--- src/rtl/hop_mover.sv ---
// Hop/drift position mover for a square sprite: hops in HOP_TICKS steps, lane drift with X clamping.
// Latency: all outputs registered, one cycle after the command; no backpressure (hop_req accepted, rejected or ignored same cycle).
module hop_mover #(
  parameter int COORD_W   = 11,
  parameter int SCREEN_W  = 640,
  parameter int SCREEN_H  = 480,
  parameter int OBJ_SIZE  = 20,
  parameter int HOP_DIST  = 20,
  parameter int HOP_TICKS = 4,
  parameter int START_X   = 320,
  parameter int START_Y   = 440
) (
  input  logic               CLK,
  input  logic               RESETn,
  input  logic               tick,
  input  logic               reset_position,
  input  logic               jump,
  input  logic [COORD_W-1:0] jump_x,
  input  logic [COORD_W-1:0] jump_y,
  input  logic               hop_req,
  input  logic [1:0]         hop_dir,
  input  logic               drift_en,
  input  logic               drift_left,
  input  logic [3:0]         drift_speed,
  output logic [COORD_W-1:0] pos_x,
  output logic [COORD_W-1:0] pos_y,
  output logic               busy,
  output logic               hop_done,
  output logic               hop_rej,
  output logic               edge_hit
);

  typedef enum logic {IDLE, HOP} state_t;

  localparam int W  = COORD_W + 2;
  localparam int CW = $clog2(HOP_TICKS + 1);

  localparam logic signed [W-1:0] XMAX = W'(SCREEN_W - OBJ_SIZE);
  localparam logic signed [W-1:0] YMAX = W'(SCREEN_H - OBJ_SIZE);
  localparam logic signed [W-1:0] DIST = W'(HOP_DIST);
  localparam logic signed [W-1:0] STEP = W'(HOP_DIST / HOP_TICKS);
  localparam logic signed [W-1:0] ZERO = '0;

  localparam logic [COORD_W-1:0] HOME_X = COORD_W'(START_X);
  localparam logic [COORD_W-1:0] HOME_Y = COORD_W'(START_Y);
  localparam logic [COORD_W-1:0] XMAX_U = COORD_W'(SCREEN_W - OBJ_SIZE);
  localparam logic [COORD_W-1:0] YMAX_U = COORD_W'(SCREEN_H - OBJ_SIZE);
  localparam logic [CW-1:0]      LAST   = CW'(HOP_TICKS - 1);

  state_t             state_q, state_n;
  logic [1:0]         dir_q, dir_n;
  logic [CW-1:0]      cnt_q, cnt_n;
  logic [COORD_W-1:0] pos_x_n, pos_y_n;
  logic               done_n, rej_n, edge_n;

  logic signed [W-1:0] cur_x, cur_y, tgt_x, tgt_y, dx, dy, nx, ny, drift;

  always_comb begin
    state_n = state_q;
    dir_n   = dir_q;
    cnt_n   = cnt_q;
    pos_x_n = pos_x;
    pos_y_n = pos_y;
    done_n  = 1'b0;
    rej_n   = 1'b0;
    edge_n  = 1'b0;

    cur_x = {2'b00, pos_x};
    cur_y = {2'b00, pos_y};

    tgt_x = cur_x;
    tgt_y = cur_y;
    case (hop_dir)
      2'd0:    tgt_y = cur_y - DIST;
      2'd1:    tgt_y = cur_y + DIST;
      2'd2:    tgt_x = cur_x - DIST;
      default: tgt_x = cur_x + DIST;
    endcase

    // Hop step and drift combine first; only the sum is clamped.
    dx = '0;
    dy = '0;
    if (state_q == HOP) begin
      case (dir_q)
        2'd0:    dy = -STEP;
        2'd1:    dy = STEP;
        2'd2:    dx = -STEP;
        default: dx = STEP;
      endcase
    end
    drift = {{(W-4){1'b0}}, drift_speed};
    if (drift_en)
      dx = dx + (drift_left ? -drift : drift);
    nx = cur_x + dx;
    ny = cur_y + dy;

    if (reset_position) begin
      state_n = IDLE;
      cnt_n   = '0;
      pos_x_n = HOME_X;
      pos_y_n = HOME_Y;
    end else if (jump) begin
      state_n = IDLE;
      cnt_n   = '0;
      pos_x_n = (jump_x > XMAX_U) ? XMAX_U : jump_x;
      pos_y_n = (jump_y > YMAX_U) ? YMAX_U : jump_y;
    end else begin
      if (state_q == IDLE && hop_req) begin
        if (tgt_x >= ZERO && tgt_x <= XMAX && tgt_y >= ZERO && tgt_y <= YMAX) begin
          state_n = HOP;
          dir_n   = hop_dir;
          cnt_n   = '0;
        end else begin
          rej_n = 1'b1;
        end
      end
      if (tick) begin
        if (state_q == HOP) begin
          cnt_n = cnt_q + 1'b1;
          if (cnt_q == LAST) begin
            state_n = IDLE;
            cnt_n   = '0;
            done_n  = 1'b1;
          end
        end
        // A prechecked hop step cannot leave the screen, so any clamp is drift's doing.
        if (nx < ZERO) begin
          pos_x_n = '0;
          edge_n  = 1'b1;
        end else if (nx > XMAX) begin
          pos_x_n = XMAX_U;
          edge_n  = 1'b1;
        end else begin
          pos_x_n = nx[COORD_W-1:0];
        end
        pos_y_n = ny[COORD_W-1:0];
      end
    end
  end

  always_ff @(posedge CLK or negedge RESETn) begin
    if (!RESETn) begin
      state_q  <= IDLE;
      dir_q    <= 2'd0;
      cnt_q    <= '0;
      pos_x    <= HOME_X;
      pos_y    <= HOME_Y;
      hop_done <= 1'b0;
      hop_rej  <= 1'b0;
      edge_hit <= 1'b0;
    end else begin
      state_q  <= state_n;
      dir_q    <= dir_n;
      cnt_q    <= cnt_n;
      pos_x    <= pos_x_n;
      pos_y    <= pos_y_n;
      hop_done <= done_n;
      hop_rej  <= rej_n;
      edge_hit <= edge_n;
    end
  end

  assign busy = (state_q == HOP);

endmodule

--- config.mk ---
export PLATFORM = sky130hd
export DESIGN_NAME = hop_mover
export DESIGN_NICKNAME = d
export VERILOG_FILES = /design/src/rtl/hop_mover.sv
export SDC_FILE = /design/constraint.sdc
export NUM_CORES = 1
export LEC_CHECK = 0
export CAP_MARGIN = 20
export CORE_MARGIN = 3
export CORE_UTILIZATION = 25
export DETAILED_ROUTE_END_ITERATION = 12
export MAX_ROUTING_LAYER = met4
export SYNTH_ARGS = -nofsm -noshare
export SYNTH_HDL_FRONTEND = slang
export SYNTH_SLANG_ARGS = --single-unit
--- constraint.sdc ---
create_clock -name CLK -period 13.6 [get_ports CLK]
set_input_delay 2.72 -clock CLK [delete_from_list [all_inputs] [get_ports CLK]]
set_output_delay 2.72 -clock CLK [all_outputs]
set_load 0.01 [all_outputs]
After elaboration in Yosys (flattened, before gate mapping)
Index checks and enable logic that the tools add are counted.
{"block": "op_classes", "add_sub_neg": 9, "magnitude_cmp": 8, "eq_ne": 5, "mux": 46, "bitwise_logic": 3, "n_reduce_logical": 10}
{"op": "2-to-1 mux 11 bit", "count": 11}
{"op": "one-hot mux 13 bit (2 select lines)", "count": 3}
{"op": "2-to-1 mux 13 bit", "count": 3}
{"op": ">= comparator 13 x 1 -> 1 bit (second input constant)", "count": 2}
{"op": "adder 11 x 5 -> 12 bit (second input constant)", "count": 2}
{"op": "subtractor 11 x 5 -> 12 bit (second input constant)", "count": 2}
{"op": "one-hot mux 11 bit (2 select lines)", "count": 1}
{"op": "2-to-1 mux 1 bit", "count": 21}
{"op": "2-to-1 mux 3 bit", "count": 7}
{"op": "adder 12 x 13 -> 13 bit", "count": 1}
{"op": "adder 13 bit", "count": 1}
{"op": "> comparator 13 x 11 -> 1 bit (second input constant)", "count": 1}
{"op": "less-or-equal comparator 13 x 10 -> 1 bit (second input constant)", "count": 1}
{"op": "less-or-equal comparator 13 x 11 -> 1 bit (second input constant)", "count": 1}
{"op": "< comparator 13 x 1 -> 1 bit (second input constant)", "count": 1}
{"op": "negation 4 -> 13 bit", "count": 1}
{"op": "adder 11 bit", "count": 1}
{"op": "> comparator 11 x 10 -> 1 bit (second input constant)", "count": 1}
{"op": "> comparator 11 x 9 -> 1 bit (second input constant)", "count": 1}
{"op": "== test 2 x 1 -> 1 bit (second input constant)", "count": 2}
{"op": "== test 2 bit (second input constant)", "count": 2}
{"op": "logical AND 1 bit", "count": 4}
{"op": "logical NOT 2 bit", "count": 2}
{"op": "AND reduction 4 bit", "count": 1}
{"op": "5 further kinds", "count": 8}
{"block": "totals", "regBits": 31, "out_inout_bits": 26}

Depth between registers and ports, before layout
{"block": "depth", "depth_word": 14, "mapped_depth": 21, "ltp_nobuf": 21}

Worst setup path before layout
OpenSTA, ideal clock, no wires.
{"block": "synth_path", "kind": "in2reg", "startpoint": "input port drift_speed[0]", "endpoint": "register pos_x[2]", "arrival_time_ps": 6437, "t_required_ps": 13481, "setup_slack_ps": 7044, "path_stages": 18, "cell_sequence": "inv_1 > ha_1 > nand2_1 > o21ai_0 > ha_1 > a211oi_1 > nor2_1 > o21a_1 > or3_1 > a31o_2 > ha_1 > or4_1 > o21ai_0 > xnor2_1 > o311ai_0 > a211o_1 > buf_2 > o21ba_2"}
{"block": "synth_via", "elab_chain_len": 11}
{"element": "start, declared", "line_no": "24", "text": "input logic [3:0] drift_speed,"}
{"element": "negation 4 -> 13 bit", "line_no": "93", "text": "dx = dx + (drift_left ? -drift : drift);"}
{"element": "2-to-1 mux 13 bit *", "line_no": "93"}
{"element": "adder 13 bit *", "line_no": "93"}
{"element": "2-to-1 mux 13 bit *", "line_no": "92", "text": "if (drift_en)"}
{"element": "adder 12 x 13 -> 13 bit *", "line_no": "94", "text": "nx = cur_x + dx;"}
{"element": "> comparator 13 x 11 -> 1 bit", "line_no": "130", "text": "end else if (nx > XMAX) begin"}
{"element": "2-to-1 mux 11 bit", "line_no": "130"}
{"element": "2-to-1 mux 11 bit *", "line_no": "127", "text": "if (nx < ZERO) begin"}
{"element": "2-to-1 mux 11 bit *", "line_no": "117", "text": "if (tick) begin"}
{"element": "2-to-1 mux 11 bit *", "line_no": "102", "text": "end else if (jump) begin"}
{"element": "2-to-1 mux 11 bit *", "line_no": "97", "text": "if (reset_position) begin"}
{"element": "end signal, assigned", "line_no": "155", "text": "pos_x <= pos_x_n;"}
{"element": "end, declared", "line_no": "25", "text": "output logic [COORD_W-1:0] pos_x,"}
Every way passes the cells marked *; elsewhere a longest branch is shown, timed or not. The select of a mux whose other input is x is not followed.
A chain may end at the register's enable or synchronous reset.

Worst setup path after layout
{"block": "layout_path", "startpoint": "input port drift_speed[0]", "endpoint": "register pos_x[5]"}
The elaborated chain is that of the path after synthesis.

==> run metrics <==
share of layout cells above drive strength 1 around 7.3%; worst hold path type register to register; drt drc 0; cts bufs inserted 5; Worst-path clk slew ~0.050 ns; row cnt 46; post-route setup slack around 6.5 ns; hold_buf cts 0; WHS roughly 0.47 ns; Rel. slew slack a little over two fifths; post-route non-filler standard cell count between 700 and 800; crit start category input pin; CP max stage cell clkdlybuf4s50_1; DP Worst Slack 6.17 ns; fin crit period around 7 ns; Crit path required time 13.76 ns; via count about 4200; number of synthesized flops with an enable pin 0; commonest non-fill, non-tap cell in the layout clkdlybuf4s50_1; final setup fails 0; Synth Flop Type dfrtp_1; post_cts resized 0; global-route wire length before repair ~21 mm; RSZ-0062 raised after global routing no; vias in the first global route around 4000; Setup TNS 0 ns; Avg Vias per Cell about 5.4; final hold viol count 0; Area after DPL 4960 um^2; Initial Utilization about a quarter; DR pass1 iterations 6; post-synthesis sequential area ratio around a fifth; Max Buffers Root-to-Sink 2; status complete, no violations; Final Net Count between 600 and 700; final core occ a little under a third; TritonCTS clock tree yes; antenna-violating nets left 0; Final Wtd Congestion about 0.86; Seq cells post-synth 31; CP startpoint drift_speed[0]; die width roughly 140 um; drt initial violations around 440; max-slew violations 0; Worst path most repeated cell ha_1; clock sinks 31; leak pwr between 2 and 2.5 nW; Die Ht 135 um; Critical Path Max Stage Delay 0.50 ns; most frequent cells in the layout clkdlybuf4s50_1 (61), nand2_1 (45), nor2_1 (38); skew final 0.00366 ns; worst r2r src busy$_DFF_PN0_; fin crit share between 50% and 60%; hold path startpoint cnt_q[2]$_DFF_PN0_; initial antenna violation count 0; Total GRT Usage 14.4%; Layout Area Growth over Synthesis 21.8%; grt ovf 0; detailed placer's ending HPWL 9.96 mm; Post-CTS Setup Bufs 0; Placed Cells approximately 800; largest net degree at the start of global routing 32; peak supply drop approximately 0.05 mV; Crit Path Category input pin to register; crit-path cells clkdlybuf4s50_1 -> inv_1 -> ha_1 -> nand2_1 -> o21ai_0 -> ha_1 -> a211oi_1 -> nor2_1 -> o21a_1 -> or3_1 -> a31o_2 -> ha_1 -> or4_1 -> o21ai_0 -> xnor2_1 -> o311ai_0 -> a211o_1 -> o21ba_2; max_cap viols 0; mapped cell area ~4200 um^2; die area 18300 um^2; syn avg cell area just under 8 um^2; drt total wl 12.9 mm; fmax approximately 0.14 GHz; synth unique cells 75; YS warnings 0; Synth async-reset ratio 100%; power per cell area approximately 86 nW/um^2; Pwr Total between 0.4 and 0.5 mW; core area 16100 um^2; depth of the CTS H-tree 2; CP arrival about 7.3 ns; CP Capture Type register; finished layout cell area ~5000 um^2; # diodes 0; Post-Synthesis Net Count just over 600; DR WL/cell around 16 um; crit path max fanout 10; worst-skew pair later-pin latency 0.27 ns; I/O pins between 60 and 70; worst-margin pin slew around 0.87 ns; cell count after synthesis 537; I/O Buffers a little over 60; clock root cell clkbuf_16
## critical path: cells and delay by family
family	cells	cell delay (ns)
AO/OA/AOI/OAI	8	2.06
XOR/XNOR	1	0.18
adder cells (fa/ha/maj)	3	0.83
buffers and inverters	2	0.55
AND/OR/NAND/NOR	4	0.96
## cell usage after synthesis (4+ instances only)
cell type | instances | area (um^2)
a211o_1 | 4 | 35.0
a211oi_1 | 7 | 52.6
a21o_1 | 12 | 90.1
a21oi_1 | 32 | 160
a22o_1 | 5 | 43.8
a31oi_1 | 10 | 62.6
a32oi_1 | 6 | 52.6
a41oi_1 | 4 | 35.0
and2_1 | 4 | 25.0
buf_2 | 6 | 30.0
clkbuf_1 | 18 | 67.6
dfrtp_1 | 24 | 601
dfstp_2 | 7 | 184
ha_1 | 36 | 450
inv_1 | 27 | 101
mux2i_1 | 4 | 40.0
nand2_1 | 45 | 169
nand2b_1 | 8 | 50.1
nand3_1 | 16 | 80.1
nand4_1 | 6 | 37.5
nor2_1 | 38 | 143
nor2b_1 | 14 | 87.6
nor3_1 | 10 | 50.1
nor3b_1 | 4 | 30.0
nor4_1 | 6 | 37.5
o211ai_1 | 10 | 75.1
o21a_1 | 9 | 67.6
o21ai_0 | 36 | 180
o21ba_2 | 4 | 40.0
o21bai_1 | 6 | 45.0
o22ai_1 | 4 | 25.0
o311ai_0 | 4 | 35.0
o31ai_1 | 4 | 30.0
o41ai_1 | 4 | 35.0
or2_2 | 6 | 37.5
or3_1 | 5 | 31.3
xnor2_1 | 14 | 123
xor2_1 | 13 | 114
## per-layer routing
| layer | vias to the layer above | global-route usage (%) | routed length (um) |
|---|---|---|---|
| met1 | 2021 | 20.4 | 6240 |
| met3 | 12 | 1.41 | 513 |
| met2 | 107 | 22.6 | 5960 |
| li1 | 2109 | - | - |
| met5 | - | - | 0 |
| met4 | 0 | 2.46 | 171 |
## state kept, by name, indices dropped and copies added, names as in the netlist
name      flops
pos_x        11
pos_y        11
cnt_q         3
dir_q         2
busy          1
edge_hit      1
hop_done      1
hop_rej       1
## cells by family after synthesis
kind of cell | synth area share [%]
simple gates | 23.2
buf+inv | 5.65
xor+xnor | 5.65
mux | 2.03
fa+ha+maj | 12.2
compound gates | 32.6
flops | 18.7
## power breakdown
| part | total, mW | leakage, nW | internal, mW | switching (mW) |
|---|---|---|---|---|
| clock network | 0.111 | 0.0727 | 0.0713 | 0.0394 |
| logic | 0.196 | 1.63 | 0.0901 | 0.106 |
| registers | 0.130 | 0.394 | 0.104 | 0.0264 |
## layout make-up
type                            instances  area, um^2
Multi-Input combinational cell        449        3170
Clock buffer                            6         139
Sequential cell                        31         785
Clock inverter                          1        5.00
Fill cell                            1744       11000
Inverter                               27         101
Timing Repair Buffer                   64         633
Tap cell                              216         270
## worst paths after layout
kind | end | slack [ns] | cells after the start
min in group asynchronous | cnt_q[2]$_DFF_PN0_ | 2.84 | 2
max in group asynchronous | pos_x[6]$_DFFE_PN1P_ | 10.41 | 2
max reg2reg | pos_x[5]$_DFFE_PN0P_ | 8.60 | 15
min reg2reg | hop_done$_DFF_PN0_ | 0.47 | 1
max | pos_x[5]$_DFFE_PN0P_ | 6.45 | 18
min | hop_done$_DFF_PN0_ | 0.47 | 1
Power figures use the tool's default switching activity.
